--- src/rtl/kp_pkg.sv ---
// kp_pkg: shared types, base loop lengths and the note-to-length helper for kp_note_ctrl.
package kp_pkg;

    localparam int NOTE_MAX = 11;

    localparam logic [10:0] BASE_LEN [0:11] = '{
        11'd1468, 11'd1386, 11'd1308, 11'd1234, 11'd1165, 11'd1100,
        11'd1038, 11'd980,  11'd925,  11'd873,  11'd824,  11'd778
    };

    typedef enum logic [1:0] {IDLE, HOLD, GAP} kp_state_e;

    typedef struct packed {
        logic [3:0] note;
        logic [1:0] oct;
        logic [2:0] filt;
    } kp_event_t;

    function automatic logic [10:0] note_len(input logic [3:0] note, input logic [1:0] oct);
        return (note > 4'(NOTE_MAX)) ? 11'd0 : BASE_LEN[note] >> oct;
    endfunction

endpackage

--- src/rtl/kp_event_fifo.sv ---
// kp_event_fifo: 4-deep, 9-bit synchronous FIFO with full/empty flags and async active-low clear.
module kp_event_fifo (
    input  logic       clk_i,
    input  logic       rst_ni,
    input  logic       push_i,
    input  logic [8:0] din_i,
    input  logic       pop_i,
    output logic [8:0] dout_o,
    output logic       full_o,
    output logic       empty_o
);

    logic [8:0] mem_q [4];
    logic [1:0] wr_q, wr_d, rd_q, rd_d;
    logic [2:0] cnt_q, cnt_d;
    logic       do_push, do_pop;

    assign full_o  = cnt_q == 3'd4;
    assign empty_o = cnt_q == 3'd0;
    assign dout_o  = mem_q[rd_q];
    assign do_push = push_i & ~full_o;
    assign do_pop  = pop_i & ~empty_o;

    always_comb begin
        wr_d  = do_push ? wr_q + 2'd1 : wr_q;
        rd_d  = do_pop ? rd_q + 2'd1 : rd_q;
        cnt_d = cnt_q + {2'b0, do_push} - {2'b0, do_pop};
    end

    always_ff @(posedge clk_i or negedge rst_ni) begin
        if (!rst_ni) begin
            wr_q  <= '0;
            rd_q  <= '0;
            cnt_q <= '0;
        end else begin
            wr_q  <= wr_d;
            rd_q  <= rd_d;
            cnt_q <= cnt_d;
        end
    end

    always_ff @(posedge clk_i) begin
        if (do_push) mem_q[wr_q] <= din_i;
    end

endmodule

--- src/rtl/kp_note_ctrl.sv ---
// kp_note_ctrl: note-event front end; queues events and drives delay_length/filtsw/trig_n
// for the Karplus-Strong voice with fixed low/high trigger widths.
module kp_note_ctrl
    import kp_pkg::*;
#(
    parameter int HOLD_CYCLES = 8,
    parameter int GAP_CYCLES  = 8
) (
    input  logic        a_clk,
    input  logic        reset_n,
    input  logic        ev_valid,
    output logic        ev_ready,
    input  logic [3:0]  ev_note,
    input  logic [1:0]  ev_oct,
    input  logic [2:0]  ev_filt,
    output logic [10:0] delay_length,
    output logic [2:0]  filtsw,
    output logic        trig_n,
    output logic        busy,
    output logic        err
);

    kp_state_e   state_q, state_d;
    logic [7:0]  cnt_q, cnt_d;
    logic [10:0] len_q, len_d;
    logic [2:0]  filt_q, filt_d;
    logic        trig_n_q, trig_n_d, err_q, err_d;
    logic        full, empty, push, load, last_hold, last_gap, bad_note;
    logic [8:0]  fifo_dout;
    kp_event_t   head;

    // Invalid notes complete the handshake but never enter the FIFO.
    assign bad_note = ev_note > 4'(NOTE_MAX);
    assign ev_ready = ~full;
    assign push     = ev_valid & ev_ready & ~bad_note;
    assign head     = kp_event_t'(fifo_dout);

    kp_event_fifo u_fifo (
        .clk_i   (a_clk),
        .rst_ni  (reset_n),
        .push_i  (push),
        .din_i   ({ev_note, ev_oct, ev_filt}),
        .pop_i   (load),
        .dout_o  (fifo_dout),
        .full_o  (full),
        .empty_o (empty)
    );

    always_comb begin
        last_hold = (state_q == HOLD) && (cnt_q == 8'(HOLD_CYCLES - 1));
        last_gap  = (state_q == GAP) && (cnt_q == 8'(GAP_CYCLES - 1));
        load      = ~empty && ((state_q == IDLE) || last_gap);
        state_d   = load ? HOLD : last_hold ? GAP : last_gap ? IDLE : state_q;
        cnt_d     = (load || last_hold || state_q == IDLE) ? 8'd0 : cnt_q + 8'd1;
        trig_n_d  = load ? 1'b0 : last_hold ? 1'b1 : trig_n_q;
        len_d     = load ? note_len(head.note, head.oct) : len_q;
        filt_d    = load ? head.filt : filt_q;
        err_d     = ev_valid & ev_ready & bad_note;
    end

    always_ff @(posedge a_clk or negedge reset_n) begin
        if (!reset_n) begin
            state_q  <= IDLE;
            cnt_q    <= '0;
            len_q    <= BASE_LEN[0];
            filt_q   <= '0;
            trig_n_q <= 1'b1;
            err_q    <= 1'b0;
        end else begin
            state_q  <= state_d;
            cnt_q    <= cnt_d;
            len_q    <= len_d;
            filt_q   <= filt_d;
            trig_n_q <= trig_n_d;
            err_q    <= err_d;
        end
    end

    assign delay_length = len_q;
    assign filtsw       = filt_q;
    assign trig_n       = trig_n_q;
    assign err          = err_q;
    assign busy         = (state_q != IDLE) || ~empty;

endmodule

--- config.mk ---
export PLATFORM = sky130hd
export DESIGN_NAME = kp_note_ctrl
export DESIGN_NICKNAME = d
export VERILOG_FILES = /design/src/rtl/kp_pkg.sv /design/src/rtl/kp_event_fifo.sv /design/src/rtl/kp_note_ctrl.sv
export SDC_FILE = /design/constraint.sdc
export NUM_CORES = 1
export LEC_CHECK = 0
export CAP_MARGIN = 20
export CORE_UTILIZATION = 53
export CTS_BUF_LIST = sky130_fd_sc_hd__clkbuf_8
export DETAILED_ROUTE_END_ITERATION = 6
export HOLD_SLACK_MARGIN = 0.1
export PLACE_DENSITY = 0.81
export SYNTH_ARGS = -nofsm -noshare
export SYNTH_HDL_FRONTEND = slang
export SYNTH_SLANG_ARGS = --single-unit
--- constraint.sdc ---
create_clock -name a_clk -period 2.5 [get_ports a_clk]
set_input_delay 0.75 -clock a_clk [delete_from_list [all_inputs] [get_ports a_clk]]
set_output_delay 0.75 -clock a_clk [all_outputs]
set_load 0.01 [all_outputs]
==> results, run 1 <==
- The number of max-slew violations in the final report is 0.
- For this run, design rule violations remaining after detail routing come to 0.
- Ranked by total cell area, the synthesized netlist is headed by sky130_fd_sc_hd__edfxtp_1 (33%), sky130_fd_sc_hd__dfrtp_1 (19%), sky130_fd_sc_hd__dfstp_2 (6.5%).
- Summing all placed instances gives a cell area of 0.00375 mm².
- The largest net degree at the start of global routing is 34.
- The critical setup path kind is reg -> reg.
- The critical path arrival is 2.64 ns.
- Counting flops with a built-in enable in the synthesized netlist gives 36.
- The diode insertion count for antenna repair is 0.
- Setup violations remaining at the end of the flow were counted as 0.
- The post-route netlist has 23.3% of its cells at a drive strength greater than 1.
- The routed design has 6090 µm of wire.
- Summing the areas of all xor and xnor instances in the mapped netlist gives 3.25% of the synthesized area.
- The number of ports placed on the die boundary is 30.
- The cell count after synthesis is 243.
- Global routing consumed, over all layers together, 21.7% of the routing resources.
- After routing the design area is 0.00398 mm².
- The number of iterations in the first detailed-routing pass is 4.
- The area of the core is 0.00592 mm².
- After layout, the worst setup slack is 0.144 ns.
- The total of max-cap violations is 0.
- The detailed-route via count is 2119.
- The count of port buffers added during placement is 29.
- The deepest level of the CTS H-tree is 3.
- The flip-flop cell with the highest count after synthesis is sky130_fd_sc_hd__edfxtp_1.
- The floorplan row count is 28.
- The number of buffers inserted during clock tree synthesis is 9.
- The average cell area after synthesis is 13.3 µm².
- After global routing the overflow that remains totals 0.
- The accumulated negative setup slack is 0 ns.
- The flow ran to the end, and the final reports show no timing, DRC or antenna violations.
- The count of nets left with antenna violations once routing finished came out at 0.
- The clock drives 69 sinks.
- Tracing the worst setup path back leads to its startpoint at u_fifo.rd_q[0]$_DFFE_PN0P_.
- The critical register-to-register path startpoint is u_fifo.rd_q[0]$_DFFE_PN0P_.
- The final HPWL from detailed placement is 4430 µm.
- The flip-flop and latch count after synthesis is 69.
- The maximum vdd ir drop is 772 µV.
- The number of placed instances, taps included is 362.
- Setup repair after global routing left no endpoint under its margin.
- The count of distinct cell types in the synthesized netlist is 44.
- The total power of the final layout is 4.98 mW.
- The mapped netlist covers 0.00324 mm².
- The synthesized netlist devotes 8.08% of its cell area to compound gates.
- The hold buffer count at cts is 0.
- The hold path startpoint is delay_length[9]$_DFFE_PN0P_.
- The worst slack after detailed placement is 0.0377 ns.
- Along the worst path, the maximum fanout reaches 6.
- The kind of start point of the critical path is a register.
- The count of placed standard cells in the final layout, fillers left out is 380.
- The total count of hold-check failures in the final report is 0.
- The initial antenna violation count was 0.
- The clock tree root buffer cell is sky130_fd_sc_hd__clkbuf_8.
- The via count of the first global-routing pass is 2110.
- The largest family of logic cells by synthesized area is multiplexers.
- The clock transition at the registers of the reported paths is 0.07 ns.
- At the worst endpoint, the required time is 2.78 ns.
- For this design the static power due to leakage is 1.62 nW.
- The net count after synthesis is 269.
- The area growth from synthesis to layout is 22.8%.
- The ratio of final minimum period to clock period is 94.2%.
- The placer's final routability congestion estimate is 0.853.
- The first global-routing pass estimated 10100 µm of wire.
- In this run the deepest clock path goes through 2 buffers.
- For the pin with the worst max-slew slack, the measured transition is 0.434 ns.
- The worst slack on hold paths is 0.493 ns.
- Of the total synthesized cell area, the portion taken by full adders, half adders and majority gates is 5.95%.
- The via-per-instance ratio is 5.58.
- For this run, asynchronously set or reset flops after synthesis account for 47.8%.
- Measured along the x axis, the die boundary spans 80.2 µm.
- The time the final worst path needs with I/O delays and setup is 2.36 ns.
- The max-slew headroom at the worst pin is 71.1%.
- The class of the tightest hold or removal check is reg -> reg.
- The upper clock frequency limit is 0.425 GHz.
- The clock skew is 0.00941 ns.
- For this run, the share of the core covered by cells in the final layout is 67.1%.
- After the first detailed-routing iteration, the DRC count stood at 108.
- By count the netlist is led by sky130_fd_sc_hd__edfxtp_1 (36), sky130_fd_sc_hd__dfrtp_1 (25), sky130_fd_sc_hd__nand2_1 (22).
- Yosys printed 0 warnings.
- The worst setup path is captured at a register.
- The simple logic cell fraction of the synthesized area is 9.51%.
- The mux cell area share after synthesis is 10.4%.
- The floorplan step defined a die boundary enclosing 0.00642 mm².
- The power density relative to cell area is 1250 mW/mm².
- TritonCTS built the clock tree.
- The vertical die dimension is 80.2 µm.
- The initial utilization of the core area, before any placement, comes to 54.7%.
- The top-area cell type share of the netlist area is 33.4%.
- The mean routed wirelength per cell is 16.0 µm.
- The source-to-sink clock delay at the later pin of the worst-skew pair is 0.34 ns.
- The top cell type by total area after synthesis is sky130_fd_sc_hd__edfxtp_1.
- Summing the sequential cell areas from Yosys gives 59.2% of the chip area.
- The number of nets in the layout is 326.
- In the post-synthesis netlist, the cell with the most instances is sky130_fd_sc_hd__edfxtp_1.
==> per-layer routing <==
| metal | part of all wire [%] | vias up | track usage [%] | wire length, µm |
|---|---|---|---|---|
| met5 | 0 | - | 0 | 0 |
| met4 | 1.6 | 0 | 7.86 | 97 |
| met3 | 4.6 | 10 | 6.02 | 282 |
| met2 | 50 | 50 | 35.7 | 3040 |
| met1 | 44 | 1049 | 27.4 | 2670 |
| li1 | - | 1010 | - | - |
==> flip-flops by register name, indices dropped and copies added, names as in the netlist <==
| register | cells |
|---|---|
| u_fifo.mem_q | 36 |
| state_q | 2 |
| u_fifo.wr_q | 2 |
| trig_n | 1 |
| delay_length | 11 |
| filtsw | 3 |
| err | 1 |
| u_fifo.rd_q | 2 |
| cnt_q | 8 |
| u_fifo.cnt_q | 3 |
==> critical path: stages, from the launching register on <==
cell and delay (ns):
sky130_fd_sc_hd__dfrtp_2 0.43, sky130_fd_sc_hd__mux4_2 0.60, sky130_fd_sc_hd__buf_4 0.19, sky130_fd_sc_hd__ha_1 0.18, sky130_fd_sc_hd__mux2i_1 0.22, sky130_fd_sc_hd__a211oi_2 0.11
sky130_fd_sc_hd__a311oi_1 0.36, sky130_fd_sc_hd__a221o_1 0.21
==> kinds of logic (layout without fill, tap and decap cells) <==
| group | Yosys count | in the layout |
|---|---|---|
| DFF | 69 | 69 |
| and+or+nand+nor | 66 | 66 |
| AOI/OAI and AO/OA | 35 | 35 |
| buffers and inverters | 26 | 88 |
| muxes | 20 | 20 |
| adders and majority gates | 15 | 15 |
| xor gates and xnor gates | 12 | 12 |
==> final cells by class <==
type                    instances  area [µm²]
fillers                       440        1950
inverters                      17        63.8
multi-input cells             148        1230
flip-flops and latches         69        1920
repair buffers                 55         485
clock inverters                 7        58.8
well taps                      75        93.8
clock buffers                   9         124
==> final timing paths <==
kind | endpoint | slack (ns) | depth (start not counted)
worst max-delay path | delay_length[3]$_DFFE_PN1P_ | 0.14 | 7
max in group asynchronous | trig_n$_DFFE_PN1P_ | 1.34 | 2
worst min register to register | delay_length[9]$_DFFE_PN0P_ | 0.49 | 2
worst max register to register | delay_length[3]$_DFFE_PN1P_ | 0.14 | 7
min in group asynchronous | delay_length[6]$_DFFE_PN0P_ | 0.80 | 2
worst min-delay path | delay_length[9]$_DFFE_PN0P_ | 0.49 | 2
==> cell usage in the layout (no fill, tap or decap), types with 2 or more instances in the layout <==
| cell type | count |
|---|---|
| sky130_fd_sc_hd__a21oi_1 | 5 |
| sky130_fd_sc_hd__a221o_1 | 2 |
| sky130_fd_sc_hd__a22o_1 | 4 |
| sky130_fd_sc_hd__a311oi_1 | 2 |
| sky130_fd_sc_hd__a32o_1 | 2 |
| sky130_fd_sc_hd__and2_1 | 5 |
| sky130_fd_sc_hd__and3_1 | 2 |
| sky130_fd_sc_hd__buf_4 | 26 |
| sky130_fd_sc_hd__clkbuf_8 | 9 |
| sky130_fd_sc_hd__clkdlybuf4s50_1 | 29 |
| sky130_fd_sc_hd__clkinv_1 | 2 |
| sky130_fd_sc_hd__clkinv_2 | 2 |
| sky130_fd_sc_hd__dfrtp_1 | 24 |
| sky130_fd_sc_hd__dfstp_2 | 8 |
| sky130_fd_sc_hd__edfxtp_1 | 36 |
| sky130_fd_sc_hd__ha_1 | 12 |
| sky130_fd_sc_hd__inv_1 | 18 |
| sky130_fd_sc_hd__mux2_2 | 5 |
| sky130_fd_sc_hd__mux2i_1 | 5 |
| sky130_fd_sc_hd__mux4_2 | 9 |
| sky130_fd_sc_hd__nand2_1 | 22 |
| sky130_fd_sc_hd__nand3_1 | 6 |
| sky130_fd_sc_hd__nand4_1 | 3 |
| sky130_fd_sc_hd__nor2_1 | 20 |
| sky130_fd_sc_hd__o211ai_1 | 2 |
| sky130_fd_sc_hd__o21ai_0 | 6 |
| sky130_fd_sc_hd__o221ai_1 | 4 |
| sky130_fd_sc_hd__o22ai_1 | 2 |
| sky130_fd_sc_hd__or3_1 | 2 |
| sky130_fd_sc_hd__xnor2_1 | 6 |
| sky130_fd_sc_hd__xor2_1 | 5 |
==> where the power goes <==
| part | leakage, nW | switching, mW | internal [mW] |
|---|---|---|---|
| clock network | 0.0953 | 0.396 | 0.446 |
| logic | 0.801 | 1.22 | 1.18 |
| registers | 0.721 | 0.191 | 1.55 |
==> repair_timing <==
| action | in CTS | in global routing |
|---|---|---|
| gates resized for setup | 0 | 7 |
| buffers inserted | 0 | 2 |
| setup endpoints to repair | 0 | 4 |
No activity file was read; power rests on OpenSTA's default activity.
==> run 2, diff against run 1 <==
Settings changed: CORE_UTILIZATION 53 to 50, PLACE_DENSITY 0.81 to 0.78.
==> run 2 against run 1 <==
Sequential share of layout area fell by 0.33 points. Cell area is 0.69% higher. Via count decreased by 0.61%. Count of clock-buffer cells in the layout did not move. First-iteration DRC count increased by 48%. Setup slack worse by 0.031 ns. Global-route usage is 0.87 points lower. Critical path depth decreased by 4. Routed wire length rose by 0.23%. Largest power group unchanged.
==> results, run 2 (synthesis results as in run 1) <==
- The flow ran to the end, and the final reports show no timing, DRC or antenna violations.
- The maximum vdd ir drop is 662 µV (-14%).
- The die outline width is 82.5 µm (+2.9%).
- The total count of hold-check failures in the final report is 0 (unchanged).
- The overall routed net length was 6100 µm (+0.23%).
- The number of max-slew violations in the final report is 0 (unchanged).
- The number of clock sinks came to 69 (unchanged).
- The diode insertion count for antenna repair came to 0 (unchanged).
- The finished layout cell area came to 0.00400 mm² (+0.69%).
- The type of element capturing the critical path is an output port.
- The register ranked first by flip-flop count is u_fifo.mem_q.
- Leaving out fill and tap cells, the most frequent cell in the layout is sky130_fd_sc_hd__edfxtp_1.
- The total power of the final layout was 5.17 mW (+3.9%).
- The accumulated negative setup slack is 0 ns (unchanged).
- The measured slew at the worst slew-check pin is 0.429 ns (-0.00538 ns).
- The number of placed instances, taps included was 362 (unchanged).
- The hold buffer count at cts is 0 (unchanged).
- The initial standard-cell utilization of the core is 53.1% (-1.6 points).
- The count of placed standard cells in the final layout, fillers left out is 378 (-0.53%).
- TritonCTS built the clock tree.
- Walking the worst path, the cells encountered are nor3_1 -> nand2_1 -> clkdlybuf4s50_1.
- The switching part of the total power is 35.0% (-1.2 points).
- The number of endpoints failing setup at the final stage is 0 (unchanged).
- The mean routed wirelength per cell is 16.1 µm (+0.76%).
- The part of the total power dissipated in combinational logic was 45.2% (-2.9 points).
- The cell depth of the worst hold path is 2 (unchanged).
- The area growth from synthesis to layout is 23.7%.
- The floorplan row count was 28 (unchanged).
- The number of cells on the critical path is 3 (-4).
- The global-route wire length before repair is 10100 µm (+0.28%).
- The ratio of final minimum period to clock period is 95.5% (+1.2 points).
- The initial antenna violation count is 0 (unchanged).
- The utilization of the core after routing is 65.7% (-1.5 points).
- The via-per-instance ratio is 5.57 (about the same).
- The post-route worst setup slack is 0.114 ns (-0.0306 ns).
- The critical path arrival came to 1.64 ns (-1.00 ns).
- The class of the tightest hold or removal check is reg -> reg.
- The total track usage is 20.8% (-0.87 points).
- The count of port buffers added during placement was 29 (unchanged).
- The kind of cell adding the most delay to the critical path is buffers and inverters.
- The deepest level of the CTS H-tree is 3 (unchanged).
- The leakage power was 1.63 nW (+0.94%).
- The total die area is 0.00680 mm² (+5.8%).
- The via count of the first global-routing pass came to 2105 (-0.24%).
- The number of cell instances on the worst register-to-register path was 7 (unchanged).
- The largest net degree at the start of global routing came to 34 (unchanged).
- The final HPWL from detailed placement is 4420 µm (-0.35%).
- The total setup buffers inserted after CTS is 0 (unchanged).
- The total of max-cap violations was 0 (unchanged).
- The vertical die dimension came to 82.5 µm (+2.9%).
- The total congestion overflow was 0 (unchanged).
- The remaining antenna violation count after routing is 0 (unchanged).
- The largest driver fanout on the critical path came to 4 (-2).
- The share of layout cells above drive strength 1 was 22.1% (-1.2 points).
- The number of iterations in the first detailed-routing pass was 4 (unchanged).
- The clock tree root buffer cell is sky130_fd_sc_hd__clkbuf_8.
- The kind of start point of the critical path is a register.
- The total buffers and inverters traversed by the critical path is 1 (unchanged).
- Setup repair after global routing left no endpoint under its margin.
- The placer's final routability congestion estimate is 0.875 (+2.6%).
- The internal power contribution is 3.36 mW (+5.8%).
- The time the final worst path needs with I/O delays and setup is 2.39 ns (+0.0306 ns).
- The maximum number of buffers from clock root to sink came to 2 (unchanged).
- The number of ports placed on the die boundary is 30 (unchanged).
- The first-iteration detailed-routing DRC count came to 160 (+48%).
- Among all stages on the critical path, the largest delay is contributed by sky130_fd_sc_hd__clkdlybuf4s50_1.
- Leaving out fill and tap cells, the most frequent cells in the layout are sky130_fd_sc_hd__edfxtp_1 (36), sky130_fd_sc_hd__clkdlybuf4s50_1 (29), sky130_fd_sc_hd__dfrtp_1 (24), sky130_fd_sc_hd__buf_4 (24), sky130_fd_sc_hd__nand2_1 (22).
- The max-slew headroom at the worst pin was 71.4% (+0.36 points).
- The number of buffers inserted during clock tree synthesis is 9 (unchanged).
- The power spent charging and discharging nets is 1.81 mW (+0.53%).
- The worst slack on hold paths is 0.483 ns (-0.00975 ns).
- The flip-flop count of the largest register after layout came to 36 (unchanged).
- The detailed-route DRC error count is 0 (unchanged).
- The number of nets in the layout is 324 (-0.61%).
- The worst slack after detailed placement is 0.00135 ns (-0.0364 ns).
- The upper clock frequency limit is 0.419 GHz (-1.3%).
- The share of total power in sequential cells was 34.1% (-0.9 points).
- The area of the core was 0.00610 mm² (+3.0%).
- The detailed-route via count is 2106 (-0.61%).
- The critical path required time is 1.75 ns (-1.03 ns).
- The clock transition at the registers of the reported paths is 0.07 ns (about the same).
- The delay contributed by the slowest stage of the critical path is 0.49 ns (-0.11 ns).
- The critical setup path kind is reg -> out.
- The clock power share is 20.7% (+3.8 points).
- The clock skew was 0.00749 ns (-0.00192 ns).
- The power density relative to cell area is 1290 mW/mm² (+3.2%).
- The standard cell area after detailed placement was 0.00375 mm² (unchanged).
- The source-to-sink clock delay at the later pin of the worst-skew pair was 0.34 ns (about the same).
==> run 2: cell types whose count changed in the layout (fill, tap and decap cells not counted), moves of 2 or more <==
| cell | delta |
|---|---|
| sky130_fd_sc_hd__clkinv_2 | -2 |
| sky130_fd_sc_hd__bufinv_16 | +2 |
| sky130_fd_sc_hd__clkinv_1 | -2 |
| sky130_fd_sc_hd__buf_4 | -2 |
==> run 2: tightest hold or removal path, delay by kind of cell (launching register included) <==
kind	cells	cell delay, ns
compound gates	1	0.07
simple gates	1	0.04
flops	1	0.37
==> run 2: cell type report <==
type	instances	area, µm²
Multi-Input combinational cell	148	1220
Clock inverter	7	115
Fill cell	449	2090
Tap cell	75	93.8
Inverter	17	63.8
Timing Repair Buffer	53	470
Clock buffer	9	124
Sequential cell	69	1920
==> run 2: path summary, 6_finish.rpt <==
check | start | to | slack, ns
max in group asynchronous | reset_n | delay_length[2]$_DFFE_PN1P_ | 1.34
worst max-delay path | u_fifo.cnt_q[1]$_DFF_PN0_ | busy | 0.11
min in group asynchronous | reset_n | u_fifo.rd_q[0]$_DFFE_PN0P_ | 0.82
worst min register to register | delay_length[10]$_DFFE_PN1P_ | delay_length[10]$_DFFE_PN1P_ | 0.48
worst max register to register | u_fifo.rd_q[0]$_DFFE_PN0P_ | delay_length[1]$_DFFE_PN0P_ | 0.13
worst min-delay path | delay_length[10]$_DFFE_PN1P_ | delay_length[10]$_DFFE_PN1P_ | 0.48
==> run 2: power by group through the flow <==
stage | registers, mW | clock network (mW) | logic (mW)
floorplan | 1.76 | 0 | 1.53
global route | 1.80 | 1.12 | 2.57
CTS | 1.76 | 1.09 | 2.32
global placement | 1.76 | 0 | 2.24
finish | 1.76 | 1.07 | 2.34
detailed placement | 1.78 | 0 | 2.31
==> run 2: metal layers <==
| layer | vias to the layer above | GRT usage (%) | wire [µm] |
|---|---|---|---|
| met2 | 67 | 33.9 | 3030 |
| met1 | 1038 | 27.2 | 2700 |
| met5 | - | 0 | 0 |
| li1 | 997 | - | - |
| met4 | 0 | 7.72 | 54 |
| met3 | 4 | 4.84 | 320 |
==> run 2: what timing repair did <==
action	4_1_cts	5_1_grt
resized for setup	0	4
endpoints found under the setup margin	0	7
hold endpoints to repair	0	0
